File: config.mk
export PLATFORM = sky130hd
export DESIGN_NAME = mux8_rr_arbiter_flat
export DESIGN_NICKNAME = d
export VERILOG_FILES = /design/src/rtl/mux8_rr_arbiter_if.sv /design/src/rtl/mux8_rr_arbiter.sv /design/src/flat_wrapper.sv
export SDC_FILE = /design/constraint.sdc
export NUM_CORES = 1
export LEC_CHECK = 0
export CAP_MARGIN = 20
export CORE_MARGIN = 1.5
export CORE_UTILIZATION = 25
export DETAILED_ROUTE_END_ITERATION = 6
export PLACE_DENSITY_LB_ADDON = 0.2
export SLEW_MARGIN = 40
export SYNTH_ARGS = -nofsm -noshare
export SYNTH_HDL_FRONTEND = slang
export SYNTH_SLANG_ARGS = --single-unit
File: constraint.sdc
create_clock -name clk -period 7.6 [get_ports clk]
set_clock_uncertainty 0.1 [all_clocks]
set_input_delay 0.76 -clock clk [delete_from_list [all_inputs] [get_ports clk]]
set_output_delay 0.76 -clock clk [all_outputs]
set_load 0.005 [all_outputs]
File: src/rtl/mux8_rr_arbiter_if.sv
// Handshake bundle between the 8 requesting sources / downstream sink and the
// round-robin arbiter that steers the shared 8:1 32-bit selector.
interface mux8_rr_arbiter_if;
    logic [7:0]  req;
    logic [2:0]  sel;
    logic [31:0] mux_o;
    logic [7:0]  gnt;
    logic [7:0]  ack;
    logic [31:0] dout;
    logic        dout_valid;
    logic        dout_ready;

    // slave: the arbiter itself; master: sources, selector and downstream sink
    modport slave (
        input  req, mux_o, dout_ready,
        output sel, gnt, ack, dout, dout_valid
    );
    modport master (
        output req, mux_o, dout_ready,
        input  sel, gnt, ack, dout, dout_valid
    );
endinterface

File: src/rtl/mux8_rr_arbiter.sv
// Round-robin arbiter for an 8:1 32-bit selector: grants bursts of up to BURST
// beats, captures the selected word into a valid/ready output register.
module mux8_rr_arbiter #(
    parameter int unsigned BURST = 4
) (
    input  logic               clk,
    input  logic               rst_n,
    mux8_rr_arbiter_if.slave   bus
);

    typedef enum logic {StIdle, StXfer} state_e;

    state_e      state_q;
    logic [2:0]  ptr_q;
    logic [3:0]  cnt_q;
    logic [2:0]  win;
    logic        cap_ok;
    logic        cap;
    logic        last_beat;

    // Scan downward so the lowest offset from ptr_q is the final assignment.
    always_comb begin
        win = ptr_q;
        for (int k = 7; k >= 0; k--) begin
            if (bus.req[ptr_q + 3'(k)]) begin
                win = ptr_q + 3'(k);
            end
        end
    end

    assign cap_ok    = !bus.dout_valid || bus.dout_ready;
    assign cap       = (state_q == StXfer) && bus.req[bus.sel] && cap_ok;
    assign last_beat = (cnt_q + 4'd1) == 4'(BURST);
    assign bus.ack   = cap ? (8'b0000_0001 << bus.sel) : 8'h00;

    always_ff @(posedge clk or negedge rst_n) begin
        if (!rst_n) begin
            state_q        <= StIdle;
            ptr_q          <= 3'd0;
            cnt_q          <= 4'd0;
            bus.sel        <= 3'd0;
            bus.gnt        <= 8'h00;
            bus.dout       <= 32'h0;
            bus.dout_valid <= 1'b0;
        end else begin
            if (cap) begin
                bus.dout       <= bus.mux_o;
                bus.dout_valid <= 1'b1;
            end else if (bus.dout_ready) begin
                bus.dout_valid <= 1'b0;
            end

            case (state_q)
                StIdle: begin
                    if (|bus.req) begin
                        bus.sel <= win;
                        bus.gnt <= 8'b0000_0001 << win;
                        cnt_q   <= 4'd0;
                        state_q <= StXfer;
                    end
                end
                StXfer: begin
                    // sel is left untouched on release; only the pointer moves on.
                    if (!bus.req[bus.sel] || (cap_ok && last_beat)) begin
                        bus.gnt <= 8'h00;
                        ptr_q   <= bus.sel + 3'd1;
                        state_q <= StIdle;
                    end else if (cap_ok) begin
                        cnt_q <= cnt_q + 4'd1;
                    end
                end
            endcase
        end
    end

endmodule

File: src/flat_wrapper.sv
// flat-port wrapper written by rule: the top's interface ports become plain ports
module mux8_rr_arbiter_flat 
#(
    parameter int unsigned BURST = 4
)
  (clk, rst_n, bus_req, bus_mux_o, bus_dout_ready, bus_sel, bus_gnt, bus_ack, bus_dout, bus_dout_valid);
  mux8_rr_arbiter_if bus_i ();
  input  logic clk;
  input  logic rst_n;
  input wire logic [$bits(bus_i.req)-1:0] bus_req;
  input wire logic [$bits(bus_i.mux_o)-1:0] bus_mux_o;
  input wire logic [$bits(bus_i.dout_ready)-1:0] bus_dout_ready;
  output wire logic [$bits(bus_i.sel)-1:0] bus_sel;
  output wire logic [$bits(bus_i.gnt)-1:0] bus_gnt;
  output wire logic [$bits(bus_i.ack)-1:0] bus_ack;
  output wire logic [$bits(bus_i.dout)-1:0] bus_dout;
  output wire logic [$bits(bus_i.dout_valid)-1:0] bus_dout_valid;
  assign bus_i.req = bus_req;
  assign bus_i.mux_o = bus_mux_o;
  assign bus_i.dout_ready = bus_dout_ready;
  assign bus_sel = bus_i.sel;
  assign bus_gnt = bus_i.gnt;
  assign bus_ack = bus_i.ack;
  assign bus_dout = bus_i.dout;
  assign bus_dout_valid = bus_i.dout_valid;
  mux8_rr_arbiter #(.BURST(BURST)) u_core (.clk(clk), .rst_n(rst_n), .bus(bus_i));
endmodule
==> results of run 1 <==
==> placed cells by master (no fill, tap or decap), types with 3 or more instances in the layout <==
cell / synthesis / routed
nor2b_1: 3 / 3
clkdlybuf4s50_1: 0 / 93
xnor2_1: 4 / 4
a21oi_1: 9 / 9
and2_1: 3 / 3
nor2_1: 12 / 11
inv_1: 9 / 9
or2_2: 3 / 3
o31ai_1: 9 / 9
and3_1: 9 / 9
dfrtp_1: 52 / 51
mux2i_1: 7 / 7
nand2_1: 20 / 20
ha_1: 9 / 9
clkbuf_16: 0 / 5
nand3_1: 3 / 3
mux4_2: 14 / 14
nor3_1: 3 / 3
a22o_1: 3 / 3
o21ai_0: 4 / 4
mux2_2: 41 / 41
==> cell usage after synthesis, types with 3 or more instances <==
master,count
a21oi_1,9
a22o_1,3
and2_1,3
and3_1,9
clkbuf_1,9
dfrtp_1,52
ha_1,9
inv_1,9
mux2_2,41
mux2i_1,7
mux4_2,14
nand2_1,20
nand3_1,3
nor2_1,12
nor2b_1,3
nor3_1,3
o21ai_0,4
o31ai_1,9
or2_2,3
xnor2_1,4
==> metrics by stage <==
step | std cells | total power (W)
2_1_floorplan | 263 | 0.00137
3_3_place_gp | 515 | 0.00182
3_5_place_dp | 517 | 0.00186
4_1_cts | 525 | 0.00214
5_1_grt | 525 | 0.00228
6_report | 525 | 0.00210
==> registers in the layout (all words and copies together), names as in the netlist <==
signal                 flops
u_core.bus.sel             3
u_core.bus.dout_valid      1
u_core.bus.dout           32
u_core.bus.gnt             8
u_core.state_q             1
u_core.cnt_q               4
u_core.ptr_q               3
==> path summary, 6_finish.rpt <==
check / startpoint / to / slack [ns] / cells past startpoint
worst max register to register: u_core.ptr_q[1] / u_core.bus.gnt[4] / 4.12 / 8
worst min-delay path: u_core.bus.gnt[3] / u_core.bus.gnt[3] / 0.38 / 2
min in group asynchronous: rst_n / u_core.bus.dout[28] / 0.49 / 2
max in group asynchronous: rst_n / u_core.ptr_q[1] / 6.45 / 2
worst max-delay path: bus_req[3] / bus_ack[6] / 3.70 / 6
worst min register to register: u_core.bus.gnt[3] / u_core.bus.gnt[3] / 0.38 / 2
==> report_power, final <==
group | leakage, nW | switching, W | total [W] | internal (W)
Sequential | 0.629 | 0.000113 | 0.000523 | 0.000410
Clock | 0.0871 | 0.0000996 | 0.000265 | 0.000165
Combinational | 1.04 | 0.000602 | 0.00132 | 0.000715
Total | 1.76 | 0.000815 | 0.00210 | 0.00129
==> worst max-delay path, stage by stage <==
cell and delay, ns:
clkdlybuf4s50_1 0.56, mux4_2 0.53, mux2i_1 0.39, nor2_4 0.15, and3_1 0.22, clkdlybuf4s50_1 0.44
==> area by class of cell <==
cell class                 instances  area, sq um  area share [%]
multi-input combinational        189         1710            38.6
inverter                          10         37.5           0.847
tap                              168          210            4.74
clock inverter                     2         38.8           0.875
sequential                        52         1300            29.4
timing repair buffer              98          993            22.4
clock buffer                       6          139            3.13
==> per-layer routing <==
metal,up-vias,GRT usage (%),routed length [um]
met5,-,0,0
met2,87,20.6,3710
met4,0,3.83,126
li1,1181,-,-
met3,9,2.28,437
met1,1209,15.2,3350
==> cells by family after synthesis <==
| kind of cell | synth area share [%] |
|---|---|
| and+or+nand+nor | 10.5 |
| muxes | 27.8 |
| DFF | 42.0 |
| AOI/OAI and AO/OA | 11.9 |
| buffers and inverters | 2.99 |
| adders and majority gates | 3.64 |
| xor gates and xnor gates | 1.13 |
==> flow_summary.yaml, run 1 <==
timing:
  finalCritPeriodShare_pct: 51.4
  setup_tns_ns: 0
  max_clock_freq_ghz: 0.256
  hold_ws_ns: 0.376
  fin_ws_ns: 3.70
  finalHoldViolCount: 0
  relSlewSlack_pct: 52.6
  setup_viol: 0
  min_period_ns: 3.90
  worstMarginPinSlew_ns: 0.711
  rsz0062_at_grt: "no"
  slew_viol_final: 0
detailed_routing:
  ant_nets: 0
  via_per_inst: 4.74
  post-route-drc-count: 0
  vias: 2486
  first_iter_violations: 90
  firstDrtPassIters: 4
  wl_um: 7620
  wl_per_cell_um: 14.5
final_layout:
  area_delta_synth_final_pct: 43.1
  nFillCells: 1210
  nNetsFinal: 408
  fin_area_sq_um: 4430
  finish.utilization_pct: 36.7
  drive_gt1_share_pct: 21.8
  n_antenna_cell: 0
place:
  placed_area_sq_um: 4250
  dp_slack_ns: 3.75
  portBuffers: 94
  hpwl_um: 5820
  finalWeightedCongestion: 0.821
grt:
  grt_pass1_vias: 2409
  grt_start_max_net_pins: 53
  grt_first_pass_wirelength_um: 12500
  antenna_found_initial: 0
  grt_use_total_pct: 12.0
  overflow: 0
clock_tree:
  numCtsBuffers: 5
  ctsHoldBuffers: 0
  clk_path_buf_depth: 2
  clk_pin_slew_ns: 0.06
  cts_tree: "done"
  root_buffer: "clkbuf_16"
  cts-resized-gates: 0
  cts_sinks: 52
  clk_latency_ns: 0.29
  h-tree-depth: 2
  postCtsSetupBuffers: 0
worst_hold_path:
  min_path_type: "reg -> reg"
floorplan:
  num_rows: 40
  io_pins: 95
  core_area_sq_um: 12100
  initial_utilization_pct: 25.7
  die_w_um: 114
  die_area_sq_um: 13100
  dieHeight_um: 114
logic_synthesis:
  synth_fp_nets: 315
  synth.area.top_cells: "dfrtp_1 (42%), mux2_2 (15%), mux4_2 (10%), ha_1 (3.6%), nand2_1 (2.4%)"
  syn-instance-count: 263
  async_flop_share_pct: 100
  yosys_warnings: 0
  yosysTopAreaCell: "dfrtp_1"
  synth.avg_cell_area_sq_um: 11.8
  synth_edf_count: 0
  syn-cell-area_sq_um: 3100
  synth_flop_cell: "dfrtp_1"
  synth_seq_cells: 52
  synth_seq_area_share_pct: 42.0
  ys_types: 50
  synth_top_area_share_pct: 42.0
pwr:
  irDropWorstVdd_mv: 0.139
  p_leak_nw: 1.76
  power.density_nw_per_um2: 475
run:
  cap_violations: 0
status:
  status: "finished, final reports clean"
critical_path:
  start_kind: "primary input"
  worstPathRequired_ns: 6.74
  cp_max_fo: 10
  crit_arrival_ns: 3.04
  end_kind: "primary output"
  path_class: "in -> out"
(Power assumes the default switching activity.)
==> run 2: changes to the inputs <==
==> constraint.sdc (replaced) <==
create_clock -name clk -period 3.3 [get_ports clk]
set_clock_uncertainty 0.1 [all_clocks]
set_input_delay 0.33 -clock clk [delete_from_list [all_inputs] [get_ports clk]]
set_output_delay 0.33 -clock clk [all_outputs]
set_load 0.005 [all_outputs]
==> flow_summary.yaml, run 2 (synthesis results as in run 1) <==
grt:
  grt_use_total_pct: 11.9
  grt_pass1_vias: 2358
  grt_start_max_net_pins: 33
  antenna_found_initial: 0
  grt_first_pass_wirelength_um: 12400
  overflow: 0
pwr:
  irDropWorstVdd_mv: 0.488
  sequentialPowerShare_pct: 23.9
  p_leak_nw: 1.78
  power.density_nw_per_um2: 1090
  p_clk_share_pct: 12.4
  combPwrFrac_pct: 63.7
  cell_internal_pwr_w: 0.00296
  swShare_pct: 39.0
  p_sw_w: 0.00190
final_layout:
  n_antenna_cell: 0
  drive_gt1_share_pct: 22.8
  finish.utilization_pct: 37.1
  largest-register: "u_core.bus.dout"
  largest_reg_flops: 32
  top_regs: "u_core.bus.dout: 32 flops, u_core.bus.gnt: 8 flops, u_core.cnt_q: 4 flops"
  nNetsFinal: 415
  mostFrequentLayoutCell: "clkdlybuf4s50_1"
  stdcell_count: 532
  nFillCells: 1212
  layout_common_cells: "clkdlybuf4s50_1 (93), dfrtp_1 (52), mux2_2 (41), nand2_1 (20), mux4_2 (14)"
  area_delta_synth_final_pct: 44.4
critical_path:
  critPathCapture: "u_core.bus.gnt[5]"
  worstPathRequired_ns: 3.39
  start_kind: "flop"
  crit_arrival_ns: 3.13
  rrSetupSlack_ns: 0.27
  path_class: "reg -> reg"
  startpoint: "u_core.ptr_q[0]"
  r2r.worst_path.cells: 8
  rr_startpoint: "u_core.ptr_q[0]"
  end_kind: "flop"
  r2r-end: "u_core.bus.gnt[5]"
  cp_max_fo: 8
clock_tree:
  cts_sinks: 52
  clk_latency_ns: 0.29
  clk_pin_slew_ns: 0.07
  numCtsBuffers: 5
  cts-resized-gates: 0
  cts_tree: "done"
  root_buffer: "clkbuf_16"
  h-tree-depth: 2
  clk_path_buf_depth: 2
floorplan:
  num_rows: 40
  dieHeight_um: 114
  die_area_sq_um: 13100
  initial_utilization_pct: 25.7
  core_area_sq_um: 12100
  io_pins: 95
  die_w_um: 114
detailed_routing:
  first_iter_violations: 102
  vias: 2474
  post-route-drc-count: 0
  wl_met3_um: 373
  wl_um: 7860
  firstDrtPassIters: 4
  wl_met1_um: 3770
  via_per_inst: 4.65
  wl_per_cell_um: 14.8
  ant_nets: 0
  top_layer_used: "met4"
  route.met2.wl_um: 3640
timing:
  relSlewSlack_pct: 52.5
  max_clock_freq_ghz: 0.330
  finalCritPeriodShare_pct: 91.9
  setup_viol: 0
  finalHoldViolCount: 0
  worstMarginPinSlew_ns: 0.713
  slew_viol_final: 0
  rsz0062_at_grt: "no"
  setup_tns_ns: 0
  min_period_ns: 3.03
worst_hold_path:
  min_path_type: "reg -> reg"
place:
  hpwl_um: 6040
  finalWeightedCongestion: 0.875
  dp_cells: 523
  portBuffers: 94
status:
  status: "finished, final reports clean"
run:
  cap_violations: 0
==> run 2: cell types whose count changed in the layout (fill, tap and decap cells not counted), sizes merged <==
cell	change
clkbuf	-1
buf	+6
dlygate4sd3	+1
clkinv	-1
inv	+1
clkinvlp	+1
==> run 2: stage by stage <==
stage | worst slack [ns] | total power, W | area [sq um] | hold slack, ns
6_report | 0.266 | 0.00485 | 4470 | 0.400
2_1_floorplan | 0.0295 | 0.00316 | 3100 | -0.0656
3_5_place_dp | 0.195 | 0.00429 | 4290 | 0.225
4_1_cts | 0.263 | 0.00491 | 4470 | 0.403
3_3_place_gp | 0.248 | 0.00427 | 4260 | 0.376
5_1_grt | 0.124 | 0.00523 | 4470 | 0.417
==> run 2: repair_timing <==
item	in CTS	in global routing
buffers inserted	0	0
hold endpoints to repair	17	0
hold buffers	1	0
endpoints found under the setup margin	0	0
==> run 2: how the worst min path moves through the flow <==
stage	start	end	slack [ns]	depth (start not counted)
3_3_place_gp	rst_n	u_core.bus.dout[11]	0.38	1
3_5_place_dp	rst_n	u_core.bus.dout[8]	0.23	1
2_1_floorplan	rst_n	u_core.bus.dout[0]	-0.07	0
5_1_grt	u_core.bus.gnt[6]	u_core.bus.gnt[6]	0.42	2
6_report	u_core.bus.gnt[2]	u_core.bus.gnt[2]	0.40	2
4_1_cts	u_core.bus.gnt[6]	u_core.bus.gnt[6]	0.40	2
==> run 2: power groups by stage <==
stage               clock (W)  sequential (W)  combinational, W
floorplan                   0         0.00114           0.00202
global placement            0         0.00116           0.00311
detailed placement          0         0.00117           0.00311
CTS                  0.000622         0.00116           0.00312
global route         0.000653         0.00120           0.00338
finish               0.000600         0.00116           0.00309
==> run 2: layout make-up <==
type	count	area, sq um	share of cell area [%]
clock buffer	5	125	2.80
clock inverter	3	46.3	1.04
inverter	10	37.5	0.840
multi-input combinational	189	1710	38.2
sequential	52	1300	29.1
tap	168	210	4.70
timing repair buffer	105	1040	23.3
==> run 2: metal layers <==
metal,vias up,track usage (%)
met5,-,0
met3,5,2.12
met2,79,19.7
li1,1191,-
met4,0,2.92
met1,1199,16.3
==> run 2: critical path: stages, from the launching register on <==
cell     delay (ns)
dfrtp_1        0.35
inv_1          0.12
ha_1           0.50
mux4_2         0.43
mux2i_2        0.29
mux2i_1        0.15
or4_4          0.51
o221a_4        0.25
o31ai_1        0.24
==> run 3: changes to the inputs <==
--- a/config.mk
+++ b/config.mk
@@ -9,7 +9,7 @@
 export CORE_MARGIN = 1.5
 export CORE_UTILIZATION = 25
 export DETAILED_ROUTE_END_ITERATION = 6
-export PLACE_DENSITY_LB_ADDON = 0.2
+export PLACE_DENSITY = 0.57
 export SLEW_MARGIN = 40
 export SYNTH_ARGS = -nofsm -noshare
 export SYNTH_HDL_FRONTEND = slang
==> flow_summary.yaml, run 3 (synthesis results as in run 1) <==
timing:
  hold_ws_ns: 0.392
  min_period_ns: 3.08
  slew_viol_final: 0
  worstMarginPinSlew_ns: 0.719
  fin_ws_ns: 0.221
  setup_viol: 0
  relSlewSlack_pct: 52.1
  rsz0062_at_grt: "no"
  finalHoldViolCount: 0
  finalCritPeriodShare_pct: 93.3
  max_clock_freq_ghz: 0.325
  setup_tns_ns: 0
floorplan:
  io_pins: 95
  dieHeight_um: 114
  die_area_sq_um: 13100
  num_rows: 40
  initial_utilization_pct: 25.7
  core_area_sq_um: 12100
  die_w_um: 114
critical_path:
  rrSetupSlack_ns: 0.22
  rr_startpoint: "u_core.ptr_q[0]"
  cp_top_family: "multiplexers"
  critPathCapture: "u_core.bus.gnt[0]"
  cp.buffers_inverters: 1
  start_kind: "flop"
  path_class: "reg -> reg"
  r2r.worst_path.cells: 8
  crit_arrival_ns: 3.16
  r2r-end: "u_core.bus.gnt[0]"
  critPathMaxStageDelay_ns: 0.51
  startpoint: "u_core.ptr_q[0]"
  worst-path-stages: 8
  worstPathRequired_ns: 3.38
  path_cells: "inv_1 > ha_1 > mux4_2 > mux2i_2 > mux2i_1 > or4_4 > o221a_4 > o31ai_1"
  cpMaxStageDelayCell: "or4_4"
  cp_max_fo: 8
  end_kind: "flop"
place:
  dp_slack_ns: 0.130
  finalWeightedCongestion: 0.864
  portBuffers: 94
  hpwl_um: 5830
detailed_routing:
  wl_per_cell_um: 14.3
  vias: 2528
  via_per_inst: 4.77
  first_iter_violations: 179
  wl_um: 7600
  ant_nets: 0
  post-route-drc-count: 0
  firstDrtPassIters: 4
final_layout:
  layout_common_cells: "clkdlybuf4s50_1 (93), dfrtp_1 (52), mux2_2 (41), nand2_1 (20), mux4_2 (14)"
  drive_gt1_share_pct: 22.4
  nFillCells: 1218
  largest_reg_flops: 32
  top_regs: "u_core.bus.dout: 32 flops, u_core.bus.gnt: 8 flops, u_core.cnt_q: 4 flops"
  nNetsFinal: 413
  area_delta_synth_final_pct: 43.6
  n_antenna_cell: 0
  largest-register: "u_core.bus.dout"
  mostFrequentLayoutCell: "clkdlybuf4s50_1"
clock_tree:
  ctsHoldBuffers: 1
  cts_sinks: 52
  numCtsBuffers: 5
  postCtsSetupBuffers: 0
  root_buffer: "clkbuf_16"
  clk_path_buf_depth: 2
  clk_latency_ns: 0.29
  h-tree-depth: 2
  cts-resized-gates: 0
  clk_pin_slew_ns: 0.07
  cts_tree: "done"
status:
  status: "finished, final reports clean"
grt:
  overflow: 0
  grt_use_total_pct: 11.8
  grt_first_pass_wirelength_um: 12400
  met2_usage_pct: 20.5
  grt_pass1_vias: 2441
  use_met1_pct: 15.4
  grtUsageMet3_pct: 2.17
  antenna_found_initial: 0
  top_usage_layer: "met2"
  grt_start_max_net_pins: 41
pwr:
  irDropWorstVdd_mv: 0.321
  p_leak_nw: 1.77
  power.density_nw_per_um2: 1090
worst_hold_path:
  min_path_type: "reg -> reg"
run:
  cap_violations: 0
[run 3: cell types whose count changed in the layout (fill, tap and decap cells not counted)]
cell,change
clkinv_4,+1
buf_2,-1
clkinvlp_4,-1
clkbuf_8,+1
buf_16,-1
inv_6,-1
[run 3: tightest hold or removal path, cell delays in order (launching register included)]
cell	delay [ns]
dfrtp_1	0.35
nand2_1	0.05
o31ai_1	0.05
[run 3: worst min-delay path by stage]
stage	startpoint	endpoint	slack [ns]	cells past startpoint
after detailed placement	rst_n	u_core.bus.dout[22]	0.26	1
after floorplan	rst_n	u_core.bus.dout[0]	-0.07	0
after global placement	u_core.bus.gnt[5]	u_core.bus.gnt[5]	0.38	2
final	u_core.bus.gnt[5]	u_core.bus.gnt[5]	0.39	2
after CTS	u_core.bus.gnt[5]	u_core.bus.gnt[5]	0.40	2
after global routing	u_core.bus.gnt[5]	u_core.bus.gnt[5]	0.41	2
[run 3: stage by stage]
| step | util, % | instance area, sq um | total power (W) | std cells |
|---|---|---|---|---|
| floorplan | - | 3100 | 0.00316 | 263 |
| global placement | 35.3 | 4250 | 0.00422 | 521 |
| detailed placement | 35.3 | 4260 | 0.00428 | 521 |
| CTS | 36.8 | 4440 | 0.00490 | 530 |
| global route | 36.8 | 4440 | 0.00525 | 530 |
| finish | 36.8 | 4440 | 0.00485 | 530 |
[run 3: cell type report]
cell class / count / area [sq um] / share of cell area [%]
multi-input cells: 189 / 1710 / 38.5
flip-flops and latches: 52 / 1300 / 29.3
repair buffers: 103 / 1010 / 22.7
well taps: 168 / 210 / 4.73
clock buffers: 6 / 139 / 3.12
clock inverters: 2 / 38.8 / 0.873
inverters: 10 / 37.5 / 0.845
[run 3: metal layers]
metal  up-vias  part of all wire, %
li1       1192                    -
met1      1223                   45
met2       109                   47
met3         4                  6.8
met4         0                 0.72
met5         -                    0
[run 3: where the power goes]
part           internal [W]  total (W)  leakage, nW  switching (W)
logic               0.00164    0.00308         1.06        0.00144
registers          0.000944    0.00116        0.630       0.000215
clock network      0.000380   0.000608       0.0871       0.000228
total               0.00297    0.00485         1.77        0.00188
